**src/rtl/mem_arb_pkg.sv**
```systemverilog
// Shared types and defaults for the fetch/data memory arbiter.
package mem_arb_pkg;

    typedef enum logic {
        IDLE = 1'b0,
        RESP = 1'b1
    } state_t;

    localparam int unsigned STARVE_LIMIT_DEF = 3;
    localparam int unsigned MEM_BYTES_DEF    = 65536;
    localparam int unsigned ADDR_W           = 32;
    localparam int unsigned DATA_W           = 32;
    localparam int unsigned BE_W             = 4;

    // Word-aligned and inside the memory window; 33-bit compare allows a full 4 GiB window.
    function automatic logic addr_legal(input logic [ADDR_W-1:0] addr, input logic [ADDR_W:0] mem_bytes);
        return (addr[1:0] == 2'b00) && ({1'b0, addr} < mem_bytes);
    endfunction

endpackage

```
**src/rtl/mem_arbiter_if.sv**
```systemverilog
// Fetch port, data port and memory port bundle of the arbiter.
interface mem_arbiter_if;
    import mem_arb_pkg::*;

    logic              if_req;
    logic [ADDR_W-1:0] if_addr;
    logic              if_gnt;
    logic              if_rvalid;
    logic [DATA_W-1:0] if_rdata;
    logic              if_err;

    logic              d_req;
    logic              d_we;
    logic [BE_W-1:0]   d_be;
    logic [ADDR_W-1:0] d_addr;
    logic [DATA_W-1:0] d_wdata;
    logic              d_gnt;
    logic              d_rvalid;
    logic [DATA_W-1:0] d_rdata;
    logic              d_err;

    logic              mem_en;
    logic              mem_we;
    logic [BE_W-1:0]   mem_be;
    logic [ADDR_W-1:0] mem_addr;
    logic [DATA_W-1:0] mem_wdata;
    logic [DATA_W-1:0] mem_rdata;

    modport slave (
        input  if_req, if_addr, d_req, d_we, d_be, d_addr, d_wdata, mem_rdata,
        output if_gnt, if_rvalid, if_rdata, if_err,
        output d_gnt, d_rvalid, d_rdata, d_err,
        output mem_en, mem_we, mem_be, mem_addr, mem_wdata
    );

    modport master (
        output if_req, if_addr, d_req, d_we, d_be, d_addr, d_wdata, mem_rdata,
        input  if_gnt, if_rvalid, if_rdata, if_err,
        input  d_gnt, d_rvalid, d_rdata, d_err,
        input  mem_en, mem_we, mem_be, mem_addr, mem_wdata
    );

endinterface

```
**src/rtl/mem_arbiter.sv**
```systemverilog
// Two-requester memory arbiter: data has priority, fetch is protected from starvation.
module mem_arbiter
    import mem_arb_pkg::*;
#(
    parameter int unsigned STARVE_LIMIT = STARVE_LIMIT_DEF,
    parameter int unsigned MEM_BYTES    = MEM_BYTES_DEF
) (
    input  logic          clk,
    input  logic          rst,
    mem_arbiter_if.slave  bus
);

    localparam int unsigned CNT_W = (STARVE_LIMIT > 0) ? $clog2(STARVE_LIMIT + 1) : 1;

    state_t            state;
    state_t            state_nxt;
    logic [CNT_W-1:0]  starve_cnt;
    logic              resp_fetch;
    logic              resp_store;
    logic              resp_err;
    logic              gnt_if;
    logic              gnt_d;
    logic [ADDR_W-1:0] sel_addr;
    logic              sel_legal;

    // State register
    always_ff @(posedge clk) begin
        if (rst) begin
            state <= IDLE;
        end else begin
            state <= state_nxt;
        end
    end

    // Next state and grant decision; grants are suppressed while reset is held
    always_comb begin
        state_nxt = state;
        gnt_if    = 1'b0;
        gnt_d     = 1'b0;
        unique case (state)
            IDLE: begin
                if (!rst) begin
                    if (bus.if_req && (!bus.d_req || (starve_cnt == CNT_W'(STARVE_LIMIT)))) begin
                        gnt_if = 1'b1;
                    end else if (bus.d_req) begin
                        gnt_d = 1'b1;
                    end
                end
                if (gnt_if || gnt_d) begin
                    state_nxt = RESP;
                end
            end
            RESP:    state_nxt = IDLE;
            default: state_nxt = IDLE;
        endcase
        sel_addr  = gnt_d ? bus.d_addr : bus.if_addr;
        sel_legal = addr_legal(sel_addr, (ADDR_W+1)'(MEM_BYTES));
    end

    // Starvation counter and the attributes of the single outstanding access
    always_ff @(posedge clk) begin
        if (rst) begin
            starve_cnt <= '0;
            resp_fetch <= 1'b0;
            resp_store <= 1'b0;
            resp_err   <= 1'b0;
        end else begin
            if (gnt_if || !bus.if_req) begin
                starve_cnt <= '0;
            end else if (gnt_d) begin
                starve_cnt <= starve_cnt + CNT_W'(1);
            end
            if (gnt_if || gnt_d) begin
                resp_fetch <= gnt_if;
                resp_store <= gnt_d & bus.d_we;
                resp_err   <= ~sel_legal;
            end
        end
    end

    // Outputs: memory strobe in the grant cycle, response on the granted port in RESP
    always_comb begin
        bus.if_gnt    = gnt_if;
        bus.d_gnt     = gnt_d;
        bus.mem_en    = 1'b0;
        bus.mem_we    = 1'b0;
        bus.mem_be    = '0;
        bus.mem_addr  = '0;
        bus.mem_wdata = '0;
        bus.if_rvalid = 1'b0;
        bus.if_err    = 1'b0;
        bus.if_rdata  = '0;
        bus.d_rvalid  = 1'b0;
        bus.d_err     = 1'b0;
        bus.d_rdata   = '0;
        if ((gnt_if || gnt_d) && sel_legal) begin
            bus.mem_en    = 1'b1;
            bus.mem_we    = gnt_d & bus.d_we;
            bus.mem_be    = (gnt_d && bus.d_we) ? bus.d_be : 4'hF;
            bus.mem_addr  = sel_addr;
            bus.mem_wdata = bus.d_wdata;
        end
        if (!rst && (state == RESP)) begin
            if (resp_fetch) begin
                bus.if_rvalid = 1'b1;
                bus.if_err    = resp_err;
                bus.if_rdata  = resp_err ? '0 : bus.mem_rdata;
            end else begin
                bus.d_rvalid = 1'b1;
                bus.d_err    = resp_err;
                bus.d_rdata  = (resp_err || resp_store) ? '0 : bus.mem_rdata;
            end
        end
    end

endmodule

```
**src/flat_wrapper.sv**
```systemverilog
// flat-port wrapper written by rule: the top's interface ports become plain ports
module mem_arbiter_flat import mem_arb_pkg::*;
#(
    parameter int unsigned STARVE_LIMIT = STARVE_LIMIT_DEF,
    parameter int unsigned MEM_BYTES    = MEM_BYTES_DEF
)
  (clk, rst, bus_if_req, bus_if_addr, bus_d_req, bus_d_we, bus_d_be, bus_d_addr, bus_d_wdata, bus_mem_rdata, bus_if_gnt, bus_if_rvalid, bus_if_rdata, bus_if_err, bus_d_gnt, bus_d_rvalid, bus_d_rdata, bus_d_err, bus_mem_en, bus_mem_we, bus_mem_be, bus_mem_addr, bus_mem_wdata);
  mem_arbiter_if bus_i ();
  input  logic clk;
  input  logic rst;
  input wire logic [$bits(bus_i.if_req)-1:0] bus_if_req;
  input wire logic [$bits(bus_i.if_addr)-1:0] bus_if_addr;
  input wire logic [$bits(bus_i.d_req)-1:0] bus_d_req;
  input wire logic [$bits(bus_i.d_we)-1:0] bus_d_we;
  input wire logic [$bits(bus_i.d_be)-1:0] bus_d_be;
  input wire logic [$bits(bus_i.d_addr)-1:0] bus_d_addr;
  input wire logic [$bits(bus_i.d_wdata)-1:0] bus_d_wdata;
  input wire logic [$bits(bus_i.mem_rdata)-1:0] bus_mem_rdata;
  output wire logic [$bits(bus_i.if_gnt)-1:0] bus_if_gnt;
  output wire logic [$bits(bus_i.if_rvalid)-1:0] bus_if_rvalid;
  output wire logic [$bits(bus_i.if_rdata)-1:0] bus_if_rdata;
  output wire logic [$bits(bus_i.if_err)-1:0] bus_if_err;
  output wire logic [$bits(bus_i.d_gnt)-1:0] bus_d_gnt;
  output wire logic [$bits(bus_i.d_rvalid)-1:0] bus_d_rvalid;
  output wire logic [$bits(bus_i.d_rdata)-1:0] bus_d_rdata;
  output wire logic [$bits(bus_i.d_err)-1:0] bus_d_err;
  output wire logic [$bits(bus_i.mem_en)-1:0] bus_mem_en;
  output wire logic [$bits(bus_i.mem_we)-1:0] bus_mem_we;
  output wire logic [$bits(bus_i.mem_be)-1:0] bus_mem_be;
  output wire logic [$bits(bus_i.mem_addr)-1:0] bus_mem_addr;
  output wire logic [$bits(bus_i.mem_wdata)-1:0] bus_mem_wdata;
  assign bus_i.if_req = bus_if_req;
  assign bus_i.if_addr = bus_if_addr;
  assign bus_i.d_req = bus_d_req;
  assign bus_i.d_we = bus_d_we;
  assign bus_i.d_be = bus_d_be;
  assign bus_i.d_addr = bus_d_addr;
  assign bus_i.d_wdata = bus_d_wdata;
  assign bus_i.mem_rdata = bus_mem_rdata;
  assign bus_if_gnt = bus_i.if_gnt;
  assign bus_if_rvalid = bus_i.if_rvalid;
  assign bus_if_rdata = bus_i.if_rdata;
  assign bus_if_err = bus_i.if_err;
  assign bus_d_gnt = bus_i.d_gnt;
  assign bus_d_rvalid = bus_i.d_rvalid;
  assign bus_d_rdata = bus_i.d_rdata;
  assign bus_d_err = bus_i.d_err;
  assign bus_mem_en = bus_i.mem_en;
  assign bus_mem_we = bus_i.mem_we;
  assign bus_mem_be = bus_i.mem_be;
  assign bus_mem_addr = bus_i.mem_addr;
  assign bus_mem_wdata = bus_i.mem_wdata;
  mem_arbiter #(.STARVE_LIMIT(STARVE_LIMIT), .MEM_BYTES(MEM_BYTES)) u_core (.clk(clk), .rst(rst), .bus(bus_i));
endmodule
```
**config.mk**
```make
export PLATFORM = sky130hd
export DESIGN_NAME = mem_arbiter_flat
export DESIGN_NICKNAME = d
export VERILOG_FILES = /design/src/rtl/mem_arb_pkg.sv /design/src/rtl/mem_arbiter_if.sv /design/src/rtl/mem_arbiter.sv /design/src/flat_wrapper.sv
export SDC_FILE = /design/constraint.sdc
export NUM_CORES = 1
export LEC_CHECK = 0
export CAP_MARGIN = 20
export CELL_PAD_IN_SITES_DETAIL_PLACEMENT = 1
export CELL_PAD_IN_SITES_GLOBAL_PLACEMENT = 1
export CORE_ASPECT_RATIO = 0.8
export CORE_MARGIN = 2
export CORE_UTILIZATION = 14
export CTS_CLUSTER_DIAMETER = 100
export DETAILED_ROUTE_END_ITERATION = 10
export GPL_ROUTABILITY_DRIVEN = 0
export HOLD_SLACK_MARGIN = 0.15
export PLACE_DENSITY_LB_ADDON = 0.2
export SYNTH_ARGS = -nofsm -noshare
export SYNTH_HDL_FRONTEND = slang
export SYNTH_SLANG_ARGS = --single-unit
```
**constraint.sdc**
```tcl
create_clock -name clk -period 4.5 [get_ports clk]
set_input_delay 0.675 -clock clk [delete_from_list [all_inputs] [get_ports clk]]
set_output_delay 0.675 -clock clk [all_outputs]
set_load 0.01 [all_outputs]
```
==> results.ini <==
[outcome]
outcome = finished, final reports clean

[final_layout]
syn2layout_area_growth_pct = 155.1
instances_no_fill = 635
drive_above_1_share_pct = 12.93
diodes = 0
fin_nets = 604

[timing]
hold_violations = 0
setup_viol = 0
relSlewSlack_pct = 46.48
clock_skew_ns = 0.002000
layout_min_cycle_time_ns = 4.114
finalSetupTns_ns = 0
rsz0062_at_grt = false
period_share_pct = 91.43
worst_pin_slew_ns = 0.8028
max_clock_freq_mhz = 243.0
final-max-slew-violation-count = 0
setup_ws_ns = 0.3856

[clock_network]
root_buffer = clkbuf_16
ctsLongestPathBuffers = 2
post_cts_buffers = 0
cts_tree = done
clk_latency_ns = 0.23
clk_pin_slew_ns = 0.03
cts.htree.levels = 1
cts-resized-gates = 0
clock-sinks = 6
cts_hold_buf = 0
cts_buffers = 3

[drt]
num_vias = 2554
drc = 0
ant_nets = 0
drt-initial-drc-count = 46
viasPerCell = 4.022
routed_wl_microns = 9405
wl_per_cell_microns = 14.81
first_pass_iters = 4

[global_routing]
grt_pass1_wl_microns = 13990
grt_util_met2_pct = 24.45
grt_util_met3_pct = 5.710
track_usage_pct = 12.94
busiest_layer = met2
grt_pass1_vias = 2604
antenna_found_initial = 0
gr-total-overflow = 0
grt_max_degree = 54
grtUsageMet1_pct = 13.09

[floorplan]
die_area_sq_mm = 0.01342
coreArea_sq_mm = 0.01221
rows = 36
die_x_microns = 129.0
initial_core_util_pct = 14.34
io_pins = 277
die_h_microns = 104.0

[yosys]
ys_seq_area_share_pct = 6.862
ys_ff_latch = 6
synthTopCellsByArea = a21boi_2 (20%), and2_1 (12%), and3_1 (12%)
synth_edf_count = 0
ys_warn_count = 0
yosysTopAreaCell = a21boi_2
syn-cell-area_sq_mm = 0.001750
synth_top_area_share_pct = 19.94
syn_inst = 222
synthArstFlopShare_pct = 0
synth_cell_types = 32
synthTopCellsByCount = and2_1 (34), and3_1 (34), a21boi_2 (31)
synth.avg_cell_area_sq_um = 7.885
synthFlopType = dfxtp_1

[pwr]
power_density_mw_per_mm2 = 93.22
power_leakage_nw = 1.780
vdd_ir_drop_max_v = 0.00006867
finalPower_mw = 0.4163

[worst_setup_path]
crit_path_start_kind = primary input
worstRegToRegCells = 5
cp.required_ns = 3.83
crit_type = primary input to primary output
crit_arrival_ns = 3.44
endpoint_kind = primary output
crit_fanout = 37

[worst_hold_path]
holdPathStages = 2
hp-class = register to register

[placed_design]
dp_slack_ns = 0.3696
placed_cells_incl_taps = 632
portBuffers = 258
place_hpwl_microns = 7792

[flow_run]
max_cap_viol_count = 0

cells in the final DEF (no fill, tap or decap), drive strengths merged:
cell / instances
nand2: 7
dfxtp: 6
nand2b: 1
clkbuf: 3
a21oi: 17
o21ai: 1
ha: 1
and3: 34
and2: 34
and3b: 1
a2bb2oi: 4
nor2: 4
clkdlybuf4s50: 258
a211o: 1
nand4: 1
buf: 5
nand3: 2
xnor2: 1
o21bai: 1
nor3b: 3
nand3b: 2
or4: 1
nor4: 8
conb: 18
a21boi: 32
mux2i: 14
inv: 4
worst max-delay path: stages:
cell and delay [ns]:
clkdlybuf4s50_1 0.54, nor3b_1 0.24, o21ai_1 0.20, or4_4 0.75, buf_12 0.26, a21boi_2 0.16
clkdlybuf4s50_1 0.57
routing by layer:
layer	routed length (microns)	share of wire (%)
met3	1198	13
met1	3264	35
met2	4887	52
met4	55	0.58
met5	0	0
metrics by stage:
step | hold WS [ns] | utilization, % | area, sq um
5_1_grt | 0.4893 | 36.58 | 4466
4_1_cts | 0.4730 | 36.58 | 4466
2_1_floorplan | 0.4383 | - | 1814
6_report | 0.4676 | 36.58 | 4466
3_5_place_dp | 0.4683 | 35.97 | 4390
3_3_place_gp | 0.4471 | 35.97 | 4390
cell families after synthesis:
logic type | count (synthesis) | synth area share (%)
DFF | 6 | 6.862
buffers and inverters | 45 | 16.73
AOI/OAI and AO/OA | 56 | 32.88
xor gates and xnor gates | 1 | 0.5004
other | 1 | 0.2142
and+or+nand+nor | 98 | 34.10
adders and majority gates | 1 | 0.7147
muxes | 14 | 8.005
path summary, 6_finish.rpt:
| path | slack [ns] | to | start |
|---|---|---|---|
| worst max-delay path | 0.39 | bus_mem_wdata[0] | rst |
| worst min-delay path | 0.47 | u_core.starve_cnt[1] | u_core.starve_cnt[1] |
| worst max register to register | 2.68 | u_core.resp_err | u_core.starve_cnt[0] |
| worst min register to register | 0.47 | u_core.starve_cnt[1] | u_core.starve_cnt[1] |
layout make-up:
class	instances	area [sq um]
multi-input cells	188	1406
repair buffers	263	2633
well taps	171	214.0
inverters	4	17.52
fillers	1434	7741
clock buffers	3	75.07
flip-flops and latches	6	120.1
report_power, final:
| group | internal [mW] | leakage (nW) | total (mW) | switching, mW |
|---|---|---|---|---|
| combinational | 0.148 | 1.69 | 0.215 | 0.0665 |
| sequential | 0.0566 | 0.0493 | 0.0594 | 0.00281 |
| clock | 0.114 | 0.0370 | 0.142 | 0.0283 |
| total | 0.319 | 1.78 | 0.416 | 0.0976 |
flip-flops by register name, summed over array words and instances, names as in the netlist:
name               count
u_core.resp_err        1
u_core.resp_fetch      1
u_core.resp_store      1
u_core.starve_cnt      2
u_core.state           1
Power figures use the tool's default switching activity.
